--- src/rtl/axis_frame_arbiter_pkg.sv ---
`default_nettype none
// ============================================================================
// Module   : axis_frame_arbiter_pkg
// Purpose  : Shared state encoding, byte width and round-robin pick function
//            for the frame-level AXI4-Stream arbiter.
// Revision : 1.0 - initial release
// ============================================================================
package axis_frame_arbiter_pkg;

    localparam int BYTE_W    = 8;
    localparam int c_MAX_REQ = 16;

    typedef enum logic [1:0] {
        IDLE    = 2'd0,
        HEADER  = 2'd1,
        FORWARD = 2'd2
    } state_t;

    // First set request scanning ptr+1, ptr+2, ... modulo n; 0 when none set.
    function automatic int rr_pick(input logic [c_MAX_REQ-1:0] req, input int ptr, input int n);
        int   idx;
        logic found;
        rr_pick = 0;
        found   = 1'b0;
        for (int k = 1; k <= c_MAX_REQ; k++) begin
            idx = (ptr + k) % n;
            if (k <= n && !found && req[idx[3:0]]) begin
                rr_pick = idx;
                found   = 1'b1;
            end
        end
    endfunction

endpackage
`default_nettype wire

--- src/rtl/axis_frame_arbiter_rr_picker.sv ---
`default_nettype none
// ============================================================================
// Module   : rr_picker
// Purpose  : Combinational round-robin selection (index, one-hot, any flag).
// Revision : 1.0 - initial release
// ============================================================================
module rr_picker
    import axis_frame_arbiter_pkg::*;
#(
    parameter int N_REQ = 4,
    parameter int ID_W  = 2
) (
    input  logic [N_REQ-1:0] i_req,
    input  logic [ID_W-1:0]  i_ptr,
    output logic [ID_W-1:0]  o_idx,
    output logic [N_REQ-1:0] o_onehot,
    output logic             o_any
);

    logic [c_MAX_REQ-1:0] w_req_ext;

    assign w_req_ext = c_MAX_REQ'(i_req);
    assign o_idx     = ID_W'(rr_pick(w_req_ext, int'(i_ptr), N_REQ));
    assign o_any     = |i_req;
    assign o_onehot  = o_any ? (N_REQ'(1) << o_idx) : '0;

endmodule
`default_nettype wire

--- src/rtl/axis_frame_arbiter.sv ---
`default_nettype none
// ============================================================================
// Module   : axis_frame_arbiter
// Purpose  : Frame-level round-robin arbiter of N_REQ byte streams onto one
//            output, tagging tid with the owner. AXIS_FRAME_ARBITER_ID_HEADER_EN
//            prepends a one-byte requester ID to every frame.
// Revision : 1.0 - initial release
// ============================================================================
module axis_frame_arbiter
    import axis_frame_arbiter_pkg::*;
#(
    parameter int N_REQ = 4
) (
    input  logic                       aclk,
    input  logic                       areset,
    input  logic [N_REQ-1:0]           target_tvalid,
    output logic [N_REQ-1:0]           target_tready,
    input  logic [BYTE_W*N_REQ-1:0]    target_tdata,
    input  logic [N_REQ-1:0]           target_tlast,
    output logic                       initiator_tvalid,
    input  logic                       initiator_tready,
    output logic [BYTE_W-1:0]          initiator_tdata,
    output logic                       initiator_tlast,
    output logic [$clog2(N_REQ)-1:0]   initiator_tid
);

    localparam int ID_W = $clog2(N_REQ);

    state_t             r_state;
    state_t             w_next_state;
    logic [ID_W-1:0]    r_grant;
    logic [N_REQ-1:0]   r_grant_oh;
    logic [ID_W-1:0]    r_rr_ptr;
    logic [ID_W-1:0]    w_pick_idx;
    logic [N_REQ-1:0]   w_pick_oh;
    logic               w_pick_any;
    logic               w_out_free;
    logic               w_load;
    logic [BYTE_W-1:0]  w_load_data;
    logic               w_load_last;
    logic               w_grant_valid;
    logic               w_grant_last;
    logic [BYTE_W-1:0]  w_grant_data;

    rr_picker #(
        .N_REQ (N_REQ),
        .ID_W  (ID_W)
    ) u_picker (
        .i_req    (target_tvalid),
        .i_ptr    (r_rr_ptr),
        .o_idx    (w_pick_idx),
        .o_onehot (w_pick_oh),
        .o_any    (w_pick_any)
    );

    assign w_out_free = !initiator_tvalid || initiator_tready;

    // AND-OR mux of the granted requester's beat via the registered one-hot grant.
    always_comb begin
        w_grant_valid = 1'b0;
        w_grant_last  = 1'b0;
        w_grant_data  = '0;
        for (int i = 0; i < N_REQ; i++) begin
            if (r_grant_oh[i]) begin
                w_grant_valid = w_grant_valid | target_tvalid[i];
                w_grant_last  = w_grant_last  | target_tlast[i];
                w_grant_data  = w_grant_data  | target_tdata[i*BYTE_W +: BYTE_W];
            end
        end
    end

    always_comb begin
        w_next_state  = r_state;
        target_tready = '0;
        w_load        = 1'b0;
        w_load_data   = '0;
        w_load_last   = 1'b0;
        case (r_state)
            IDLE: begin
                if (w_pick_any) begin
`ifdef AXIS_FRAME_ARBITER_ID_HEADER_EN
                    w_next_state = HEADER;
`else
                    w_next_state = FORWARD;
`endif
                end
            end
`ifdef AXIS_FRAME_ARBITER_ID_HEADER_EN
            HEADER: begin
                if (w_out_free) begin
                    w_load       = 1'b1;
                    w_load_data  = BYTE_W'(r_grant);
                    w_next_state = FORWARD;
                end
            end
`endif
            FORWARD: begin
                target_tready = r_grant_oh & {N_REQ{w_out_free}};
                if (w_grant_valid && w_out_free) begin
                    w_load      = 1'b1;
                    w_load_data = w_grant_data;
                    w_load_last = w_grant_last;
                    if (w_grant_last) begin
                        w_next_state = IDLE;
                    end
                end
            end
            default: w_next_state = IDLE;
        endcase
    end

    always_ff @(posedge aclk or posedge areset) begin
        if (areset) begin
            r_state          <= IDLE;
            r_grant          <= '0;
            r_grant_oh       <= '0;
            r_rr_ptr         <= ID_W'(N_REQ - 1);
            initiator_tvalid <= 1'b0;
            initiator_tdata  <= '0;
            initiator_tlast  <= 1'b0;
            initiator_tid    <= '0;
        end else begin
            r_state <= w_next_state;
            if (r_state == IDLE && w_pick_any) begin
                r_grant    <= w_pick_idx;
                r_grant_oh <= w_pick_oh;
            end
            // The requester that just finished drops to lowest priority.
            if (r_state == FORWARD && w_load && w_grant_last) begin
                r_rr_ptr <= r_grant;
            end
            if (w_load) begin
                initiator_tvalid <= 1'b1;
                initiator_tdata  <= w_load_data;
                initiator_tlast  <= w_load_last;
                initiator_tid    <= r_grant;
            end else if (initiator_tready) begin
                initiator_tvalid <= 1'b0;
            end
        end
    end

endmodule
`default_nettype wire

--- config.mk ---
export PLATFORM = sky130hd
export DESIGN_NAME = axis_frame_arbiter
export DESIGN_NICKNAME = d
export VERILOG_FILES = /design/src/rtl/axis_frame_arbiter_pkg.sv /design/src/rtl/axis_frame_arbiter_rr_picker.sv /design/src/rtl/axis_frame_arbiter.sv
export SDC_FILE = /design/constraint.sdc
export NUM_CORES = 1
export LEC_CHECK = 0
export CAP_MARGIN = 20
export CELL_PAD_IN_SITES_DETAIL_PLACEMENT = 1
export CELL_PAD_IN_SITES_GLOBAL_PLACEMENT = 2
export CORE_MARGIN = 2
export CORE_UTILIZATION = 37
export CTS_CLUSTER_DIAMETER = 80
export DETAILED_ROUTE_END_ITERATION = 10
export DONT_BUFFER_PORTS = 1
export PLACE_DENSITY = 0.8
export RECOVER_POWER = 100
export SLEW_MARGIN = 15
export SYNTH_ARGS = -nofsm -noshare
export SYNTH_HDL_FRONTEND = slang
export SYNTH_SLANG_ARGS = --single-unit
--- constraint.sdc ---
create_clock -name aclk -period 3.7 [get_ports aclk]
set_input_delay 0.185 -clock aclk [delete_from_list [all_inputs] [get_ports aclk]]
set_output_delay 0.185 -clock aclk [all_outputs]
set_load 0.05 [all_outputs]
Yosys cells after proc, flatten, opt, wreduce, memory -nomap -nowiden
Cells that the tools add are included.
{ "totals": {"regBits": 22, "in_bits": 43, "output_inout_bits": 16, "word_cells": 96} }
{ "classes": {"add_sub_neg": 4, "n_lt_le_gt_ge": 4, "n_eq_ne": 4, "shifts": 1, "n_mux": 41, "bitwise_logic": 14, "reduce_logical": 20} }
{ "op_table": {"columns": ["operator", "n"], "rows": [
  ["8-bit 2-to-1 mux", 6],
  ["8-bit OR", 3],
  ["1-bit 2-to-1 mux", 21],
  ["4-bit by 5-bit less-than comparator with 1-bit output (second input constant)", 4],
  ["2-bit 2-to-1 mux", 7],
  ["1-bit binary-select mux with 3-bit select", 4],
  ["4-bit 2-to-1 mux", 2],
  ["2-bit OR reduction", 4],
  ["1-bit logical AND", 7],
  ["1-bit OR", 6],
  ["2-bit by 1-bit adder with 2-bit output (second input constant)", 2],
  ["2-bit adder (second input constant)", 2],
  ["1-bit AND (first input constant)", 4],
  ["4-bit AND", 1],
  ["1-bit zero test", 4],
  ["2-bit inequality test (second input constant)", 2],
  ["2-bit one-hot mux with 2 select lines", 1],
  ["4-bit OR reduction", 1],
  ["1-bit by 2-bit left shift with 4-bit output (first input constant)", 1],
  ["3-bit AND reduction", 1],
  ["2-bit == test (second input constant)", 1],
  ["2-bit zero test", 1],
  ["2-bit by 1-bit inequality test with 1-bit output (second input constant)", 1],
  ["2-bit nonzero test", 1],
  ["1-bit logical OR", 1]
]} }

Depth between registers and ports, before layout
{ "logic_depth": {"depth_word": 17, "depth_mapped": 5, "mapped_depth_nobuf": 4} }

Cells and area by module
A second synthesis with hierarchy kept.
{ "hier_totals": {"hier_cells": 117, "hier_area_um2": 1201.2} }
{ "modules_own_cells": {"columns": ["mod", "n_inst", "cells_each", "area_per_inst_um2", "seq_area_each_um2"], "rows": [
  ["axis_frame_arbiter", 1, 87, 1003.5, 528.0],
  ["rr_picker", 1, 30, 197.7, 0.0]
]} }

Worst setup path before layout
OpenSTA, ideal clock, no wires.
{ "synth_path": {"path_type": "register -> register", "from": "reg initiator_tvalid", "to": "reg initiator_tid[0]", "setup_ns": 0.128, "t_arrival_ns": 1.381, "t_required_ns": 3.572, "slack_ns": 2.191, "path_stages_with_launch": 5, "path_buffers": 1, "period_less_slack_ns": 1.509, "cell_sequence": "dfrtp_1 nand2b_1 o211ai_2 buf_4 mux2_1"} }
{ "synth_via": {"elab_chain_len": 5} }
{ "synth_lines": {"columns": ["item", "line", "text"], "rows": [
  ["from (decl)", "axis_frame_arbiter.sv:20", "output logic initiator_tvalid,"],
  ["from (signal assigned)", "axis_frame_arbiter.sv:118", "initiator_tvalid <= 1'b0;"],
  ["from (signal assigned)", "axis_frame_arbiter.sv:133", "initiator_tvalid <= 1'b1;"],
  ["from (signal assigned)", "axis_frame_arbiter.sv:138", "initiator_tvalid <= 1'b0;"],
  ["1-bit zero test", "axis_frame_arbiter.sv:56", "assign w_out_free = !initiator_tvalid || initiator_tready;"],
  ["1-bit logical OR", "axis_frame_arbiter.sv:56", null],
  ["1-bit logical AND", "axis_frame_arbiter.sv:99", "if (w_grant_valid && w_out_free) begin"],
  ["1-bit 2-to-1 mux", "axis_frame_arbiter.sv:99", null],
  ["1-bit 2-to-1 mux", "axis_frame_arbiter.sv:78", "case (r_state)"],
  ["to (signal assigned)", "axis_frame_arbiter.sv:136", "initiator_tid <= r_grant;"],
  ["to (decl)", "axis_frame_arbiter.sv:24", "output logic [$clog2(N_REQ)-1:0] initiator_tid"]
]} }
No other way between the ends.
A chain may end at the register's enable or synchronous reset.

Worst setup path in the final report
{ "layout_path": {"from": "reg r_grant_oh[1]", "to": "reg r_rr_ptr[1]"} }
{ "layout_via": {"elab_chain_len": 10, "word_cells_on_any_way": 15, "classes_between": "8 x mux; 4 x bitwise; 3 x reduce/logical"} }
{ "layout_lines": {"columns": ["item", "line", "text"], "rows": [
  ["from (decl)", "axis_frame_arbiter.sv:32", "logic [N_REQ-1:0] r_grant_oh;"],
  ["from (signal assigned)", "axis_frame_arbiter.sv:126", "r_grant_oh <= w_pick_oh;"],
  ["1-bit 2-to-1 mux", "axis_frame_arbiter.sv:64", "if (r_grant_oh[i]) begin"],
  ["1-bit OR", "axis_frame_arbiter.sv:65", "w_grant_valid = w_grant_valid | target_tvalid[i];"],
  ["1-bit 2-to-1 mux", "axis_frame_arbiter.sv:64", null],
  ["1-bit OR", "axis_frame_arbiter.sv:65", null],
  ["1-bit 2-to-1 mux", "axis_frame_arbiter.sv:64", null],
  ["1-bit logical AND", "axis_frame_arbiter.sv:99", null],
  ["1-bit 2-to-1 mux", "axis_frame_arbiter.sv:99", null],
  ["1-bit 2-to-1 mux", "axis_frame_arbiter.sv:78", null],
  ["1-bit logical AND", "axis_frame_arbiter.sv:129", "if (r_state == FORWARD && w_load && w_grant_last) begin"],
  ["1-bit logical AND *", "axis_frame_arbiter.sv:129", null],
  ["to (signal assigned)", "axis_frame_arbiter.sv:117", "r_rr_ptr <= ID_W'(N_REQ - 1);"],
  ["to (signal assigned)", "axis_frame_arbiter.sv:130", "r_rr_ptr <= r_grant;"],
  ["to (decl)", "axis_frame_arbiter.sv:33", "logic [ID_W-1:0] r_rr_ptr;"]
]} }
Every way passes the cells marked *; elsewhere a longest branch is shown, timed or not.

==> metrics.txt <==
status finished, final reports clean; RSZ-0062 raised after global routing false; critical path type flop to flop; worst-path fanout max 21; first-pass GRT wire length 4.14 mm; switching portion of total power 53.5%; cts repair resizes 0; Post-synth EDFFs 0; gp weighted congestion 0.813; peak supply drop 0.557 mV; leakage 0.492 nW; fin util 40.3%; total wire length 2.62 mm; Cell variety after synth 27; highest clock rate 388 MHz; Core ar. 2780 µm²; worst r2r path cells 4; CTS Sinks 21; largest net degree at the start of global routing 22; Seq/Total Area, Yosys 48.7%; required time of the worst setup path 3.94 ns; vias per cell 6.41; Avg WL per Cell 19.4 µm; Finished Cell Area 1120 µm²; max cap viols 0; RR Endpoint r_rr_ptr[1]; Final Hold Viols 0; Worst-Skew Late Latency 0.31 ns; gr ovfl total 0; post-synthesis async set-or-reset flop share 100%; largest family of logic cells by synthesized area compound AO/OA/AOI/OAI gates; PortBufs 0; DRT Pass-1 Iters 4; vias in the first global route 854; Die Height 58.1 µm; xor/xnor cell area share of the yosys netlist 0%; Antenna diodes 0; final worst setup slack 1.12 ns; mean post-synth cell area 10.3 µm²; hold path endpoint initiator_tdata[6]; H-tree depth 1; die width 58.1 µm; area grow syn2layout 3.35%; DRT antenna net count 0; hold_sp target_tdata[22]; Slew Limit Headroom 4.28%; crit path DAT 2.82 ns; fin crit share 69.7%; I/O pin count 59; count of pins over their slew limit 0; Worst-path clk slew 0.12 ns; Crit. Startpoint r_grant_oh[1]; row cnt 19; hold crit path type input pin to flop; critical path capture point type flop; Synth Register Bits 21; share of layout cells above drive strength 1 5.77%; starting density of the core 39.0%; worst slew pin tran 1.43 ns; dpl ws 1.60 ns; reg2reg start r_grant_oh[1]; Sequential Power Share 57.7%; CTS tree built; Die ar. 3380 µm²; Compound-Gate Fraction of Synth Area 28.6%; Syn Std Cell Area 1080 µm²; mux share of post-synthesis cell area 6.81%; DP Area 1100 µm²; Pwr Density 1040 nW/µm²; clock power share 9.6%; nets 148; Synth Flop Type dfrtp_1; number of cells on the worst hold path 2; antenna violations before repair 0; Layout Skew 0.00659 ns; Synth warnings 0; maximum clock insertion buffer count 2; initial drt markers 21; R2R setup slack 1.12 ns; Sw Pwr 0.626 mW; Final HPWL DP 1.98 mm; Clock Tree Root clkbuf_4; cells after synthesis 105; Pint 0.545 mW; Tot GR Track Use 16.0%; Simple-Gate Fraction of Synth Area 13.0%; Comb pwr share 32.7%; total negative slack 0 ns; Final setup viols 0; crit start category flop; Synth Net Count 148; drc violations 0; Tmin final 2.58 ns; via count 866; Synth Area in Adders 0%; TritonCTS Buffers 3
[cell usage in the layout (no fill, tap or decap)]
| cell type | Yosys | final |
|---|---|---|
| a21oi_1 | 2 | 2 |
| o221ai_1 | 1 | 1 |
| clkinv_2 | 0 | 1 |
| and3_1 | 4 | 4 |
| mux2_2 | 1 | 1 |
| a221oi_1 | 8 | 8 |
| o31ai_1 | 1 | 1 |
| dfstp_2 | 2 | 1 |
| a21o_1 | 4 | 4 |
| nand2_1 | 16 | 16 |
| mux2i_1 | 1 | 1 |
| clkbuf_4 | 0 | 3 |
| dfstp_1 | 0 | 1 |
| o211ai_1 | 0 | 1 |
| nor2b_1 | 1 | 1 |
| inv_1 | 1 | 1 |
| a22o_1 | 12 | 12 |
| nand2b_1 | 4 | 4 |
| nor2_1 | 3 | 3 |
| dlygate4sd3_1 | 0 | 1 |
| and2_0 | 0 | 1 |
| nand3b_1 | 1 | 1 |
| mux2_1 | 2 | 4 |
| a22oi_1 | 2 | 2 |
| a31oi_1 | 1 | 1 |
| o21ai_0 | 9 | 9 |
| dfrtp_1 | 19 | 19 |
[worst max path at each step]
stage                             endpoint  slack (ns)  cells after the start
after floorplan           initiator_tid[0]        2.19                      4
after detailed placement       r_rr_ptr[1]        1.60                      4
final                          r_rr_ptr[1]        1.12                      4
after global placement         r_rr_ptr[1]        1.68                      4
after CTS                      r_rr_ptr[1]        1.56                      4
after global routing           r_rr_ptr[1]        0.90                      4
[kinds of logic (layout without fill, tap and decap cells)]
family,after synthesis,after routing
buffers and inverters,7,6
DFF,21,21
muxes,6,6
and+or+nand+nor,30,30
AOI/OAI and AO/OA,41,41
[flip-flops by register name (all words and copies together), names as in the netlist]
signal            cells
r_rr_ptr              2
r_state               1
initiator_tvalid      1
initiator_tid         2
r_grant               2
r_grant_oh            4
initiator_tlast       1
initiator_tdata       8
[through the flow]
step,std cells,hold WS [ns],total power [mW]
finish,135,0.0800,1.17
global route,135,0.0650,1.26
CTS,135,0.0732,1.20
detailed placement,130,0.264,1.09
global placement,130,0.249,1.07
floorplan,105,0.160,1.01
[area by class of cell]
cell class / instances / area [µm²]
multi-input cells: 77 / 513
clock buffers: 3 / 22.5
well taps: 31 / 38.8
inverters: 1 / 3.75
clock inverters: 1 / 5.00
repair buffers: 1 / 10.0
fillers: 313 / 1660
flip-flops and latches: 21 / 528
[synth_stat cells, types with 2 or more instances]
library cell / n / area share [%]
a22o_1: 12 / 9.7
a21o_1: 4 / 2.8
mux2_1: 2 / 2.1
a221oi_1: 8 / 6.5
dfrtp_1: 19 / 44
mux2_4: 2 / 2.8
dfstp_2: 2 / 4.8
nand2b_1: 4 / 2.3
a22oi_1: 2 / 1.4
a21oi_1: 2 / 0.92
o21ai_0: 9 / 4.2
and3_1: 4 / 2.3
clkbuf_1: 4 / 1.4
nor2_1: 3 / 1.0
nand2_1: 16 / 5.5
[critical path, cell delays in order (launching register included)]
cell and delay (ns):
dfrtp_1 0.55, a22o_1 0.27, o211ai_1 1.11, a21o_1 0.23, mux2_1 0.36
[routing by layer]
metal | GRT usage [%] | vias up | wire (µm)
met5 | 0 | - | 0
met4 | 2.99 | 0 | 14
met3 | 5.80 | 2 | 195
met2 | 24.0 | 37 | 1210
met1 | 22.5 | 427 | 1200
li1 | - | 400 | -
[repair_timing]
item,in CTS,in global routing
setup endpoints to repair,0,0
hold buffers,1,0
endpoints found under the hold margin,19,0
setup buffers,0,0
[power by group through the flow]
stage / clock [mW] / combinational (mW) / sequential (mW)
after detailed placement: 0 / 0.402 / 0.685
final: 0.112 / 0.383 / 0.676
after CTS: 0.117 / 0.405 / 0.680
after global routing: 0.127 / 0.434 / 0.694
after global placement: 0 / 0.389 / 0.677
after floorplan: 0 / 0.404 / 0.605
Note: power is estimated with default switching activity, not from simulation.
